### config.mk
export PLATFORM = sky130hd
export DESIGN_NAME = bram_dma_engine
export DESIGN_NICKNAME = d
export VERILOG_FILES = /design/src/rtl/bram_dma_engine.sv
export SDC_FILE = /design/constraint.sdc
export NUM_CORES = 1
export LEC_CHECK = 0
export BUFFER_PORTS_ARGS = -buffer_cell sky130_fd_sc_hd__buf_4
export CORE_MARGIN = 3
export CORE_UTILIZATION = 53
export DETAILED_ROUTE_END_ITERATION = 16
export GPL_TIMING_DRIVEN = 0
export PLACE_DENSITY = 0.78
export SETUP_SLACK_MARGIN = 0.05
export SLEW_MARGIN = 20
export SYNTH_ARGS = -nofsm -noshare
export SYNTH_HDL_FRONTEND = slang
export SYNTH_SLANG_ARGS = --single-unit
### constraint.sdc
create_clock -name clka -period 3.8 [get_ports clka]
set_input_delay 0.57 -clock clka [delete_from_list [all_inputs] [get_ports clka]]
set_output_delay 0.57 -clock clka [all_outputs]
set_load 0.02 [all_outputs]
### src/rtl/bram_dma_engine.sv
// Block copy / block fill bus master for port A of the lower-RAM block RAM.
// Copy moves one byte per RD/CAP/WR triple; fill writes one byte per cycle.
module bram_dma_engine #(
    parameter int ADDR_W = 16,
    parameter int DATA_W = 8,
    parameter int LEN_W  = 16
) (
    input  logic              clka,
    input  logic              rst,
    input  logic              i_start,
    input  logic              i_mode,
    input  logic              i_dir,
    input  logic [ADDR_W-1:0] i_src,
    input  logic [ADDR_W-1:0] i_dst,
    input  logic [LEN_W-1:0]  i_len,
    input  logic [DATA_W-1:0] i_fill_val,
    input  logic              i_abort,
    output logic [ADDR_W-1:0] o_mem_addr,
    output logic              o_mem_we,
    output logic [DATA_W-1:0] o_mem_di,
    input  logic [DATA_W-1:0] i_mem_do,
    input  logic              i_mem_dr,
    output logic              o_busy,
    output logic              o_done,
    output logic              o_aborted,
    output logic [LEN_W-1:0]  o_remaining
);

    // state   | meaning
    // IDLE    | no command; accepts start
    // WAITRDY | command latched, waiting for RAM data-ready
    // RD      | present source address for read
    // CAP     | read data valid; captured into hold
    // WR      | write hold to destination, advance pointers
    // FILL    | write fill byte to destination, advance pointer
    typedef enum logic [2:0] {
        S_IDLE, S_WAITRDY, S_RD, S_CAP, S_WR, S_FILL
    } state_t;

    localparam logic [ADDR_W-1:0] A_ONE = ADDR_W'(1);
    localparam logic [LEN_W-1:0]  L_ONE = LEN_W'(1);

    state_t              r_state;
    logic                r_mode;
    logic                r_dir;
    logic [ADDR_W-1:0]   r_src;
    logic [ADDR_W-1:0]   r_dst;
    logic [LEN_W-1:0]    r_rem;
    logic [DATA_W-1:0]   r_fill;
    logic [DATA_W-1:0]   r_hold;
    logic                r_done;
    logic                r_aborted;

    logic [ADDR_W-1:0]   w_src_nxt;
    logic [ADDR_W-1:0]   w_dst_nxt;
    logic                w_last;

    assign w_src_nxt = r_dir ? (r_src - A_ONE) : (r_src + A_ONE);
    assign w_dst_nxt = r_dir ? (r_dst - A_ONE) : (r_dst + A_ONE);
    assign w_last    = (r_rem == L_ONE);

    assign o_busy      = (r_state != S_IDLE);
    assign o_done      = r_done;
    assign o_aborted   = r_aborted;
    assign o_remaining = r_rem;

    always_comb begin
        o_mem_addr = '0;
        o_mem_we   = 1'b0;
        o_mem_di   = '0;
        case (r_state)
            S_RD, S_CAP: o_mem_addr = r_src;
            S_WR: begin
                o_mem_addr = r_dst;
                o_mem_we   = 1'b1;
                o_mem_di   = r_hold;
            end
            S_FILL: begin
                o_mem_addr = r_dst;
                o_mem_we   = 1'b1;
                o_mem_di   = r_fill;
            end
            default: ;
        endcase
    end

    always_ff @(posedge clka) begin
        if (rst) begin
            r_state   <= S_IDLE;
            r_mode    <= 1'b0;
            r_dir     <= 1'b0;
            r_src     <= '0;
            r_dst     <= '0;
            r_rem     <= '0;
            r_fill    <= '0;
            r_hold    <= '0;
            r_done    <= 1'b0;
            r_aborted <= 1'b0;
        end else begin
            r_done <= 1'b0;
            case (r_state)
                S_IDLE: begin
                    if (i_start) begin
                        r_mode    <= i_mode;
                        r_dir     <= i_dir;
                        r_src     <= i_src;
                        r_dst     <= i_dst;
                        r_rem     <= i_len;
                        r_fill    <= i_fill_val;
                        r_aborted <= 1'b0;
                        if (i_len == '0)
                            r_done <= 1'b1;
                        else if (!i_mem_dr)
                            r_state <= S_WAITRDY;
                        else
                            r_state <= i_mode ? S_FILL : S_RD;
                    end
                end
                S_WAITRDY: begin
                    if (i_abort) begin
                        r_state   <= S_IDLE;
                        r_done    <= 1'b1;
                        r_aborted <= 1'b1;
                    end else if (i_mem_dr) begin
                        r_state <= r_mode ? S_FILL : S_RD;
                    end
                end
                S_RD, S_CAP: begin
                    if (r_state == S_CAP)
                        r_hold <= i_mem_do;
                    if (i_abort) begin
                        r_state   <= S_IDLE;
                        r_done    <= 1'b1;
                        r_aborted <= 1'b1;
                    end else begin
                        r_state <= (r_state == S_RD) ? S_CAP : S_WR;
                    end
                end
                S_WR, S_FILL: begin
                    // The write presented this cycle lands even if abort is high.
                    if (r_state == S_WR)
                        r_src <= w_src_nxt;
                    r_dst <= w_dst_nxt;
                    r_rem <= r_rem - L_ONE;
                    if (i_abort || w_last) begin
                        r_state   <= S_IDLE;
                        r_done    <= 1'b1;
                        r_aborted <= i_abort;
                    end else begin
                        r_state <= (r_state == S_WR) ? S_RD : S_FILL;
                    end
                end
                default: r_state <= S_IDLE;
            endcase
        end
    end

endmodule

Word-level counts from Yosys, hierarchy flattened
Index checks and enable logic that the tools add are counted.
W data, S select, Z words.
{ "word_totals": {"ff_bits": 71, "output_inout_bits": 44, "elab_cells": 75, "input_bits": 71} }
{ "op_classes": {"muxes": 33, "n_reduce_logical": 15, "addsub": 5, "eq_ne": 12} }
{ "op_table": {"columns": ["cell", "n"], "rows": [
  ["$pmux W16 S2", 4],
  ["$mux W16", 6],
  ["$sub A16 B1 Y16 const B", 3],
  ["$mux W3", 11],
  ["$add A16 B1 Y16 const B", 2],
  ["$eq A16 B1 Y1 const B", 1],
  ["$logic_not A16 Y1", 1],
  ["$pmux W8 S2", 1],
  ["$pmux W3 S4", 1],
  ["$mux W1", 8],
  ["$eq A3 B2 Y1 const B", 2],
  ["$eq A3 B3 Y1 const B", 2],
  ["$ne A2 B1 Y1 const B", 3],
  ["$pmux W1 S3", 2],
  ["$reduce_and A2 Y1", 3],
  ["$reduce_and A3 Y1", 2],
  ["$reduce_bool A3 Y1", 2],
  ["$ne A2 B2 Y1 const B", 2],
  ["$reduce_and A4 Y1", 1],
  ["$reduce_or A2 Y1", 2],
  ["$eq A3 B1 Y1 const B", 1],
  ["$logic_not A3 Y1", 1],
  ["$ne A3 B3 Y1 const B", 1],
  ["$reduce_or A3 Y1", 1],
  ["other kinds (2)", 2]
]} }

Depth between registers and ports, before layout
{ "logic_depth": {"word_depth": 5, "mapped_depth": 12, "ltp_nobuf": 9} }

Worst setup path after synthesis
OpenSTA, ideal clock, no wires.
{ "synth_path": {"path_kind": "register -> register", "startpoint": "register r_dir", "endpoint": "register r_dst[14]", "path_slack_ns": 0.983, "n_path_buf": 0, "synth_period_minus_slack_ns": 2.817, "stages_incl_launch_ff": 9, "setup_time_ns": 0.114, "required_time_ns": 3.686, "t_arrival_ns": 2.703, "cell_sequence": "dfxtp_1 ha_1 a21oi_2 o21ai_1 a21oi_1 o31ai_2 o41ai_2 a2111oi_0 a2111oi_0"} }
{ "synth_between": {"elab_chain_cells": 2} }
{ "synth_rtl": {"columns": ["element", "line", "source"], "rows": [
  ["from (decl)", "45", "logic r_dir;"],
  ["from (signal assigned)", "105", "r_dir <= i_dir;"],
  ["$mux W16", "59", "assign w_dst_nxt = r_dir ? (r_dst - A_ONE) : (r_dst + A_ONE);"],
  ["$pmux W16 S2", "101", "case (r_state)"],
  ["to (signal assigned)", "107", "r_dst <= i_dst;"],
  ["to (signal assigned)", "143", "r_dst <= w_dst_nxt;"],
  ["to (decl)", "47", "logic [ADDR_W-1:0] r_dst;"]
]} }
No other way between the ends.
A chain may end at the register's enable or synchronous reset.

Worst setup path in the final report
{ "layout_path": {"startpoint": "register r_state[1]", "endpoint": "output o_mem_addr[12]"} }
{ "layout_between": {"elab_chain_cells": 3, "elab_cells_between_ends": 7, "cone_classes": "eq/ne: 4; mux: 1; reduce/logical: 2"} }
{ "layout_rtl": {"columns": ["element", "line", "source"], "rows": [
  ["from (decl)", "43", "state_t r_state;"],
  ["from (signal assigned)", "116", "r_state <= i_mode ? S_FILL : S_RD;"],
  ["from (signal assigned)", "125", "r_state <= r_mode ? S_FILL : S_RD;"],
  ["from (signal assigned)", "136", "r_state <= (r_state == S_RD) ? S_CAP : S_WR;"],
  ["$eq A3 B3 Y1 / $eq A3 B2 Y1 (equally long branches)", "71", "case (r_state)"],
  ["$reduce_or A2 Y1, on equally long branches", null, null],
  ["$pmux W16 S2 (*)", "71", null],
  ["to (decl)", "18", "output logic [ADDR_W-1:0] o_mem_addr,"]
]} }
Every way passes the cells marked *; elsewhere a longest branch is shown, timed or not.

==> results.sh <==
export IMPL_synth_seq_cells=71
export IMPL_min_period_over_period_pct=90.3
export IMPL_critPathSlowestCell="buf_1"
export IMPL_hold_class="in2reg"
export IMPL_die_y_um=105
export IMPL_pre_cts_ws_ns=0.500
export IMPL_globalplace_congestion=0.949
export IMPL_finalCriticalPeriod_ns=3.43
export IMPL_setup_violations=0
export IMPL_grt_max_degree=20
export IMPL_grt_overflow_total=0
export IMPL_vias=5869
export IMPL_drt_iter0_drc=523
export IMPL_antenna_found_initial=0
export IMPL_synth_ff_type="dfxtp_1"
export IMPL_relSlewSlack_pct=46.9
export IMPL_cts_made_buffers=9
export IMPL_cts_tree="yes"
export IMPL_synthCells=682
export IMPL_grt_pass1_wl_mm=28.1
export IMPL_crit_family="buffers and inverters"
export IMPL_path_max_fanout=10
export IMPL_grt_usage_pct=31.3
export IMPL_required_ns=3.23
export IMPL_peakVddDrop_mv=0.345
export IMPL_timing_max_cap_violations=0
export IMPL_p_leak_nw=2.72
export IMPL_ys_seq_area_share_pct=27.2
export IMPL_std_cell_rows=35
export IMPL_rsz0062_at_grt="false"
export IMPL_cts_hold_buf=0
export IMPL_first_pass_iters=5
export IMPL_slowest_delay_ns=0.48
export IMPL_cp_common_cell="buf_6"
export IMPL_syn_num_nets=789
export IMPL_yosys_cell_types_count=72
export IMPL_fillers=806
export IMPL_initial_core_util_pct=55.4
export IMPL_clock_path_buffers=2
export IMPL_final_common_cell="buf_4"
export IMPL_setup_worst_path_start_class="flop"
export IMPL_hold_viol=0
export IMPL_yosys_area_top_type="dfxtp_1"
export IMPL_netlist_area_um2=5220
export IMPL_final_cell_mix="buf_4 (113), nor2_1 (95), a21oi_1 (73)"
export IMPL_fin_nets=913
export IMPL_ys_warn_count=0
export IMPL_crit_path_end_kind="output port"
export IMPL_synth_top_family_by_area="compound AO/OA/AOI/OAI gates"
export IMPL_synth_avg_cell_area_um2=7.65
export IMPL_drive_above_1_share_pct=20.2
export IMPL_clk_pin_slew_ns=0.09
export IMPL_synth_xor_xnor_area_share_pct=4.03
export IMPL_fin_area_um2=6450
export IMPL_die_area_um2=11100
export IMPL_synthMuxAreaShare_pct=5.21
export IMPL_critical_path_buf_inv_count=6
export IMPL_path_cells="buf_6, inv_1, ha_1, buf_6, clkbuf_1, buf_1, a22oi_1, nor2_1, buf_4"
export IMPL_power_per_cell_area_nw_per_um2=492
export IMPL_synth_simple_area_share_pct=22.3
export IMPL_clkLatencyLatePin_ns=0.36
export IMPL_cts_htree_levels=3
export IMPL_die_w_um=105
export IMPL_design_portCount=115
export IMPL_synth_compound_area_share_pct=27.0
export IMPL_critPathKind="reg2out"
export IMPL_avgRoutedWirePerCell_um=18.8
export IMPL_max_freq_mhz=291
export IMPL_synth_area_leaders="dfxtp_1 (27%), ha_1 (8.2%), a21oi_1 (7.0%), nor2_1 (6.8%), nand2_1 (5.2%)"
export IMPL_cts_num_sinks=71
export IMPL_num_antenna_cells=0
export IMPL_cts_root_buffer="clkbuf_8"
export IMPL_viasPerCell=6.24
export IMPL_core_um2=9420
export IMPL_fin_worst_skew_ns=0.00973
export IMPL_fin_util_pct=68.6
export IMPL_wl_mm=17.7
export IMPL_grt_pass1_vias=5623
export IMPL_finalSetupTns_ns=0
export IMPL_drtAntennaViolNets=0
export IMPL_io_buffer_count=113
export IMPL_whs_ns=0.437
export IMPL_worstMarginPinSlew_ns=0.796
export IMPL_setup_ws_ns=0.367
export IMPL_synthAdderAreaFrac_pct=8.92
export IMPL_status="finished clean"
export IMPL_drcViolationCount=0
export IMPL_area_growth_pct=23.7
export IMPL_synth_edf_count=0
export IMPL_placed_area_um2=6250
export IMPL_synth_top_area_share_pct=27.2
export IMPL_dp_hpwl_mm=13.4
export IMPL_arrival_ns=2.86
export IMPL_slew_violations=0
export IMPL_async_reset_ff_share_pct=0
-- metal layers --
layer	share of wire (%)	track usage, %	wire [µm]	vias to the layer above
li1	-	-	-	2730
met1	42	41.1	7430	2755
met2	47	51.5	8300	328
met3	8.4	4.76	1480	56
met4	2.8	12.0	501	0
met5	0	0	0	-
-- synthesized netlist by cell type, types with 5 or more instances --
library cell   n
inv_1         13
o21ai_0       29
a21o_1         8
nor4_1         6
a31oi_1        6
a22oi_1       17
nor3_1        16
nor2_1        95
a211oi_1      28
dfxtp_1       71
mux2i_1       26
and3_1         6
o211ai_1       5
o21bai_1       5
nand2_1       72
xor2_1        11
clkbuf_1      28
a21oi_1       73
xnor2_1       13
nand3_1       19
o22ai_1        8
ha_1          34
-- timing repair --
item | 4_1_cts | 5_1_grt
gates resized for setup | 0 | 1
buffers inserted | 0 | 0
endpoints found under the setup margin | 0 | 16
-- flip-flops by register name, indices dropped and copies added, names as in the netlist, 3 cells and up --
signal       cells
o_remaining     16
r_dst           16
r_fill           8
r_hold           8
r_src           16
r_state          3
-- final timing paths --
path / slack, ns / cells after the start / endpoint / from
setup reg to reg: 0.88 / 9 / r_dst[14] / r_dir
setup / recovery: 0.37 / 9 / o_mem_addr[12] / r_state[1]
hold / removal: 0.44 / 3 / r_hold[4] / i_mem_do[4]
hold reg to reg: 0.46 / 2 / r_fill[1] / r_fill[1]
-- worst min-delay path, cell delays in order --
cell and delay (ns):
buf_4 0.07, mux2i_1 0.05, nor2_1 0.07
-- stage by stage --
stage	total power [mW]	instances
2_1_floorplan	2.01	682
3_3_place_gp	2.42	924
3_5_place_dp	2.48	925
4_1_cts	3.13	941
5_1_grt	3.35	940
6_report	3.18	940
-- kinds of logic after synthesis --
group                    Yosys count
flip-flops                        71
adder cells (fa/ha/maj)           36
AND/OR/NAND/NOR                  252
multiplexers                      27
XOR/XNOR                          24
buffers and inverters             57
AO/OA/AOI/OAI                    215
-- where the power goes --
group / internal [mW] / leakage (nW) / switching (mW)
Sequential: 0.874 / 0.584 / 0.167
Combinational: 0.575 / 2.05 / 0.897
Clock: 0.310 / 0.0929 / 0.353
Total: 1.76 / 2.72 / 1.42
-- area by class of cell --
| class | instances | area (µm²) | share of cell area [%] |
|---|---|---|---|
| Sequential cell | 71 | 1420 | 22.0 |
| Buffer | 42 | 220 | 3.41 |
| Tap cell | 129 | 161 | 2.50 |
| Multi-Input combinational cell | 554 | 3520 | 54.5 |
| Clock inverter | 7 | 78.8 | 1.22 |
| Clock buffer | 9 | 124 | 1.92 |
| Timing Repair Buffer | 114 | 876 | 13.6 |
| Inverter | 14 | 52.6 | 0.814 |
No activity file was read; power rests on OpenSTA's default activity.
